**src/rtl/gat_pkg.sv**
```systemverilog
// Shared GAT attention-path types and constants (softmax, normalizer, aggregator).
package gat_pkg;

    localparam int WOI = 1;
    localparam int WOF = 31;

    localparam int DEF_SM_SUM_DATA_WIDTH = 108;
    localparam int DEF_MAX_NODES         = 168;
    localparam int DEF_NUM_NODE_WIDTH    = $clog2(DEF_MAX_NODES);
    localparam int DEF_DIVISOR_FF_WIDTH  = DEF_NUM_NODE_WIDTH + DEF_SM_SUM_DATA_WIDTH;

    typedef enum logic [2:0] {
        IDLE   = 3'd0,
        D_WAIT = 3'd1,
        N_REQ  = 3'd2,
        N_WAIT = 3'd3,
        DIV    = 3'd4,
        PUSH   = 3'd5
    } alpha_norm_state_e;

endpackage

```
**src/rtl/fxp_seq_div.sv**
```systemverilog
// Sequential restoring divider producing an unsigned Q1.(WQ-1) quotient in 32 cycles.
module fxp_seq_div
    import gat_pkg::*;
#(
    parameter int WN = 108,
    parameter int WD = 108,
    parameter int WQ = WOI + WOF
) (
    input  logic          clk,
    input  logic          rst,
    input  logic          start,
    input  logic [WN-1:0] dividend,
    input  logic [WD-1:0] divisor,
    output logic [WQ-1:0] quotient,
    output logic          done
);

    localparam int WM = ((WN > WD) ? WN : WD) + 2;

    logic [WM-1:0] ext_n;
    logic [WM-1:0] ext_d;
    logic [WM-1:0] first_rem;
    logic          int_hit;
    logic          sat_hit;
    logic [WD:0]   rem;
    logic [WD:0]   rem_sh;
    logic          bit_hit;
    logic [WD-1:0] div_reg;
    logic [WQ-1:0] q_reg;
    logic [4:0]    iter;
    logic          running;
    logic          zero_flag;
    logic          sat_flag;

    // The integer bit is resolved on the start edge, leaving 31 fraction steps.
    always_comb begin
        ext_n     = WM'(dividend);
        ext_d     = WM'(divisor);
        int_hit   = (ext_n >= ext_d);
        sat_hit   = (ext_n >= (ext_d << 1));
        first_rem = int_hit ? (ext_n - ext_d) : ext_n;
        rem_sh    = rem << 1;
        bit_hit   = (rem_sh >= {1'b0, div_reg});
    end

    always_ff @(posedge clk or posedge rst) begin
        if (rst) begin
            div_reg   <= '0;
            rem       <= '0;
            q_reg     <= '0;
            iter      <= '0;
            running   <= 1'b0;
            zero_flag <= 1'b0;
            sat_flag  <= 1'b0;
            done      <= 1'b0;
        end else begin
            done <= 1'b0;
            if (start) begin
                div_reg   <= divisor;
                rem       <= (WD+1)'(first_rem);
                q_reg     <= WQ'(int_hit);
                zero_flag <= (divisor == '0);
                sat_flag  <= sat_hit;
                iter      <= '0;
                running   <= 1'b1;
            end else if (running) begin
                rem   <= bit_hit ? (rem_sh - {1'b0, div_reg}) : rem_sh;
                q_reg <= {q_reg[WQ-2:0], bit_hit};
                iter  <= iter + 5'd1;
                if (iter == 5'(WQ - 2)) begin
                    running <= 1'b0;
                    done    <= 1'b1;
                end
            end
        end
    end

    // A zero divisor wins over saturation, since any dividend is >= 2*0.
    assign quotient = zero_flag ? '0 : (sat_flag ? '1 : q_reg);

endmodule

```
**src/rtl/alpha_normalizer.sv**
```systemverilog
// Softmax normalizer: divides each subgraph's exp scores by its exp sum into Q1.31 alphas.
// FIFO handshake: a rd_vld pulse pops the head, whose dout is valid while rd_vld is high; wr_vld pushes only when full is low.
module alpha_normalizer
    import gat_pkg::*;
#(
    parameter int SM_DATA_WIDTH       = 108,
    parameter int SM_SUM_DATA_WIDTH   = DEF_SM_SUM_DATA_WIDTH,
    parameter int ALPHA_DATA_WIDTH    = WOI + WOF,
    parameter int MAX_NODES           = DEF_MAX_NODES,
    localparam int NUM_NODE_WIDTH     = $clog2(MAX_NODES),
    localparam int DIVISOR_FF_WIDTH   = NUM_NODE_WIDTH + SM_SUM_DATA_WIDTH
) (
    input  logic                        clk,
    input  logic                        rst,
    input  logic [SM_DATA_WIDTH-1:0]    dividend_ff_dout,
    input  logic                        dividend_ff_empty,
    output logic                        dividend_ff_rd_vld,
    input  logic [DIVISOR_FF_WIDTH-1:0] divisor_ff_dout,
    input  logic                        divisor_ff_empty,
    output logic                        divisor_ff_rd_vld,
    output logic [ALPHA_DATA_WIDTH-1:0] alpha_ff_din,
    output logic                        alpha_ff_wr_vld,
    input  logic                        alpha_ff_full,
    output logic                        subgraph_done,
    output logic                        busy,
    output logic [2:0]                  dbg_state
);

    localparam logic [NUM_NODE_WIDTH-1:0] ONE = NUM_NODE_WIDTH'(1);

    alpha_norm_state_e              state;
    logic [NUM_NODE_WIDTH-1:0]      num_node_reg;
    logic [NUM_NODE_WIDTH-1:0]      cnt;
    logic [SM_SUM_DATA_WIDTH-1:0]   sum_reg;
    logic                           div_start;
    logic                           div_done;
    logic [ALPHA_DATA_WIDTH-1:0]    div_quotient;

    assign div_start = (state == N_WAIT);
    assign busy      = (state != IDLE);
    assign dbg_state = state;

    fxp_seq_div #(
        .WN (SM_DATA_WIDTH),
        .WD (SM_SUM_DATA_WIDTH),
        .WQ (ALPHA_DATA_WIDTH)
    ) u_div (
        .clk      (clk),
        .rst      (rst),
        .start    (div_start),
        .dividend (dividend_ff_dout),
        .divisor  (sum_reg),
        .quotient (div_quotient),
        .done     (div_done)
    );

    always_ff @(posedge clk or posedge rst) begin
        if (rst) begin
            state              <= IDLE;
            num_node_reg       <= '0;
            cnt                <= '0;
            sum_reg            <= '0;
            dividend_ff_rd_vld <= 1'b0;
            divisor_ff_rd_vld  <= 1'b0;
            alpha_ff_din       <= '0;
            alpha_ff_wr_vld    <= 1'b0;
            subgraph_done      <= 1'b0;
        end else begin
            dividend_ff_rd_vld <= 1'b0;
            divisor_ff_rd_vld  <= 1'b0;
            alpha_ff_wr_vld    <= 1'b0;
            subgraph_done      <= 1'b0;
            case (state)
                IDLE: begin
                    if (!divisor_ff_empty) begin
                        divisor_ff_rd_vld <= 1'b1;
                        state             <= D_WAIT;
                    end
                end
                D_WAIT: begin
                    num_node_reg <= divisor_ff_dout[DIVISOR_FF_WIDTH-1 -: NUM_NODE_WIDTH];
                    sum_reg      <= divisor_ff_dout[SM_SUM_DATA_WIDTH-1:0];
                    cnt          <= '0;
                    // An empty subgraph produces nothing, not even a done pulse.
                    if (divisor_ff_dout[DIVISOR_FF_WIDTH-1 -: NUM_NODE_WIDTH] == '0)
                        state <= IDLE;
                    else
                        state <= N_REQ;
                end
                N_REQ: begin
                    if (!dividend_ff_empty) begin
                        dividend_ff_rd_vld <= 1'b1;
                        state              <= N_WAIT;
                    end
                end
                N_WAIT: state <= DIV;
                DIV: begin
                    if (div_done) begin
                        alpha_ff_din <= div_quotient;
                        state        <= PUSH;
                    end
                end
                PUSH: begin
                    if (!alpha_ff_full) begin
                        alpha_ff_wr_vld <= 1'b1;
                        if (cnt == num_node_reg - ONE) begin
                            subgraph_done <= 1'b1;
                            state         <= IDLE;
                        end else begin
                            cnt   <= cnt + ONE;
                            state <= N_REQ;
                        end
                    end
                end
                default: state <= IDLE;
            endcase
        end
    end

endmodule

```
**config.mk**
```make
export PLATFORM = sky130hd
export DESIGN_NAME = alpha_normalizer
export DESIGN_NICKNAME = d
export VERILOG_FILES = /design/src/rtl/gat_pkg.sv /design/src/rtl/fxp_seq_div.sv /design/src/rtl/alpha_normalizer.sv
export SDC_FILE = /design/constraint.sdc
export NUM_CORES = 2
export LEC_CHECK = 0
export ABC_AREA = 1
export CAP_MARGIN = 10
export CORE_MARGIN = 4
export CORE_UTILIZATION = 32
export DETAILED_ROUTE_END_ITERATION = 12
export GPL_TIMING_DRIVEN = 0
export MAX_ROUTING_LAYER = met4
export PLACE_DENSITY_LB_ADDON = 0.05
export SYNTH_ARGS = -nofsm -noshare
export SYNTH_HDL_FRONTEND = slang
export SYNTH_SLANG_ARGS = --single-unit
export TNS_END_PERCENT = 10
```
**constraint.sdc**
```tcl
create_clock -name clk -period 22.4 [get_ports clk]
set_clock_uncertainty 0.2 [all_clocks]
set_input_delay 5.6 -clock clk [delete_from_list [all_inputs] [get_ports clk]]
set_output_delay 5.6 -clock clk [all_outputs]
set_load 0.02 [all_outputs]
```
==> qor.csv <==
metric;value;unit
CP Launch Type;input pin;
Synth Area in XOR/XNOR;2.38;%
routability congestion estimate;1.05;
ranking of synthesized cells by area;nand2_1 (28%), dfrtp_1 (22%), inv_1 (14%);
synth unique cells;43;
RSZ-0062 raised after global routing;false;
yosys warns;0;
CTS tree;built;
Num CTS Buffers;52;
io pins;269;
worst-margin pin slew;1.27;ns
Std-Cell Rows;139;
FILL cells;16800;
H-tree Lvls;2;
# Post-CTS Setup Buffers;0;
drt first-iter violations;4862;
clock buffer depth;3;
largest net degree at the start of global routing;112;
CTS root buf;clkbuf_16;
final core occ;37.3;%
clk sinks;420;
mux cell area share after synthesis;0;%
area fraction of the dominant cell type after synthesis;27.9;%
post-synthesis async set-or-reset flop share;100;%
Synth Area in Compound Gates;6.80;%
initial antenna violation count;16;
DR vias/cell;5.00;
drt wl/cell;24.3;µm
number of global-route vias before repair;50100;
Hold Violations, Final;0;
Mapped Nets;8968;
fin crit period;9.58;ns
Post-CTS Hold Buffers;0;
gate count of the mapped netlist;8410;
worst-skew pair later-pin latency;0.66;ns
number of flops mapped to enable cells by yosys;0;
Slew Limit Fails;0;
# Max-Cap Violations;0;
setup TNS;0;ns
dpl cells;10600;
CP endpoint kind;register;
largest family of logic cells by synthesized area;simple AND/OR/NAND/NOR gates;
adder-cell share of the synthesized area;8.84;%
Slew HR;15.2;%
top_reg_cell synth;dfrtp_1;
area of the core;0.144;mm²
TritonRoute pass-1 iters;7;
worst path arrival time;9.93;ns
kind of critical path;in2reg;
DR DRC count;0;
Initial Utilization;32.4;%
PwrDens;33.5;mW/mm²
crit-path most repeated cell;nand2_1;
post-synth top area cell;nand2_1;
Port Buffer Count;268;
synthesis-stage register bit count;420;
CP max FO;10;
Crit path buffers/inverters;3;
leakage power;30.7;nW
# nets final;9299;
DRT Wirelength;260000;µm
crit share post-route;42.8;%
GRT Overall Usage;34.1;%
Reg clk slew, reported paths;0.06;ns
share of the yosys chip area belonging to registers;22.5;%
area grow syn2layout;15.2;%
CP Cell Sequence;clkdlybuf4s50_1 > ha_1 > nand2_1 > nor2_1 > nand2_1 > nor2_1 > nand2_1 > nor2_1 > nand4_1 > nand3_1 > buf_4 > buf_2 > nand3_1 > nand2_1 > nand2_1 > nand2_1 > nand2_1;
post-route setup slack;12.82;ns
critical path's slowest cell;ha_1;
pre-CTS WS;12.22;ns
status;complete, no violations;
hold crit path type;reg2reg;
vias;53400;
max incr delay on CP;0.66;ns
DIE HEIGHT;390;µm
mapped cell area;0.0467;mm²
Required @ worst endpoint;22.75;ns
Post-DP HPWL;228000;µm
Chip Width;390;µm
simple-gate share of the synthesized area;43.1;%
Non-Filler Instances;10700;
grt ovf;0;
Post-DRT Antenna Nets;0;
Mean Syn Cell Area;5.56;µm²
fmax;104;MHz
crit-path leading delay family;simple AND/OR/NAND/NOR gates;
setup violators final;0;
Worst VDD drop;56.0;µV
CTS-repair resized insts;0;
layout cell share with drive strength beyond 1;2.27;%
first-pass GRT wire length;361000;µm
Die Area;0.152;mm²
[power by group]
part | leakage (nW) | switching, mW | internal (mW)
logic | 25.2 | 0.0971 | 0.0646
registers | 4.67 | 0 | 0.759
clock network | 0.867 | 0.369 | 0.514
total | 30.7 | 0.467 | 1.34
[logic make-up after synthesis]
logic type,Yosys count
AO/OA/AOI/OAI,596
XOR/XNOR,127
adder cells (fa/ha/maj),329
buffers and inverters,2012
flip-flops,420
AND/OR/NAND/NOR,4926
[per-layer routing]
layer / wire, µm / part of all wire (%) / track usage, % / vias up
li1: - / - / - / 26300
met4: 9520 / 3.7 / 10.6 / 0
met1: 121000 / 47 / 46.7 / 25100
met2: 114000 / 44 / 52.6 / 1695
met5: 0 / 0 / - / -
met3: 15200 / 5.9 / 3.86 / 274
[layout make-up]
class,count,area (µm²),share of cell area [%]
multi-input cells,5978,28600,53.1
flip-flops and latches,420,10500,19.5
inverters,1805,6780,12.6
repair buffers,277,2900,5.38
well taps,1903,2380,4.42
clock buffers,72,1500,2.78
plain buffers,207,893,1.66
clock inverters,21,278,0.516
diodes,6,15.0,0.0279
[cells in the mapped netlist, types with 3 or more instances]
library cell,number
a21o_1,5
a21oi_1,210
a31oi_1,3
and2_1,3
and3_1,3
buf_1,27
buf_2,34
buf_4,3
buf_6,8
clkbuf_1,135
clkinv_1,5
dfrtp_1,420
ha_1,327
inv_1,1765
inv_2,35
nand2_1,3476
nand3_1,485
nand3b_1,20
nand4_1,287
nor2_1,550
nor2_2,10
nor3_1,52
nor4_1,31
o211ai_1,35
o21a_1,10
o21ai_0,306
o21bai_1,13
o221ai_1,3
o22ai_1,5
xnor2_1,111
xor2_1,16
[path summary, 6_finish.rpt]
check / slack [ns] / cells after the start / end / from
worst max-delay path: 12.82 / 17 / u_div.rem[85]$_DFFE_PP0P_ / dividend_ff_dout[83]
worst min-delay path: 0.28 / 1 / u_div.iter[4]$_DFFE_PP0P_ / u_div.iter[4]$_DFFE_PP0P_
worst max register to register: 17.47 / 19 / u_div.rem[5]$_DFFE_PP0P_ / sum_reg[0]$_DFFE_PP0P_
worst min register to register: 0.28 / 1 / u_div.iter[4]$_DFFE_PP0P_ / u_div.iter[4]$_DFFE_PP0P_
max in group asynchronous: 14.99 / 5 / sum_reg[80]$_DFFE_PP0P_ / rst
min in group asynchronous: 5.18 / 2 / u_div.q_reg[23]$_DFFE_PP0P_ / rst
[layout by cell type, fill, tap and decap left out, types with 30 or more instances in the layout]
cell type,n
nor3_1,52
clkbuf_1,141
ha_1,327
dfrtp_1,420
xnor2_1,111
clkdlybuf4s50_1,268
inv_2,35
a21oi_1,210
nand4_1,287
nand2_1,3476
o211ai_1,35
o21ai_0,306
clkbuf_16,52
buf_2,35
nor2_1,549
inv_1,1764
nor4_1,30
nand3_1,485
[stage by stage]
| step | area (µm²) | hold WS [ns] | power (mW) |
|---|---|---|---|
| detailed placement | 52000 | 0.271 | 0.933 |
| finish | 53800 | 0.282 | 1.80 |
| global placement | 51800 | 0.266 | 0.931 |
| global route | 53800 | 0.295 | 1.86 |
| CTS | 53800 | 0.284 | 1.83 |
| floorplan | 46700 | 0.234 | 0.843 |
Power figures use the tool's default switching activity.
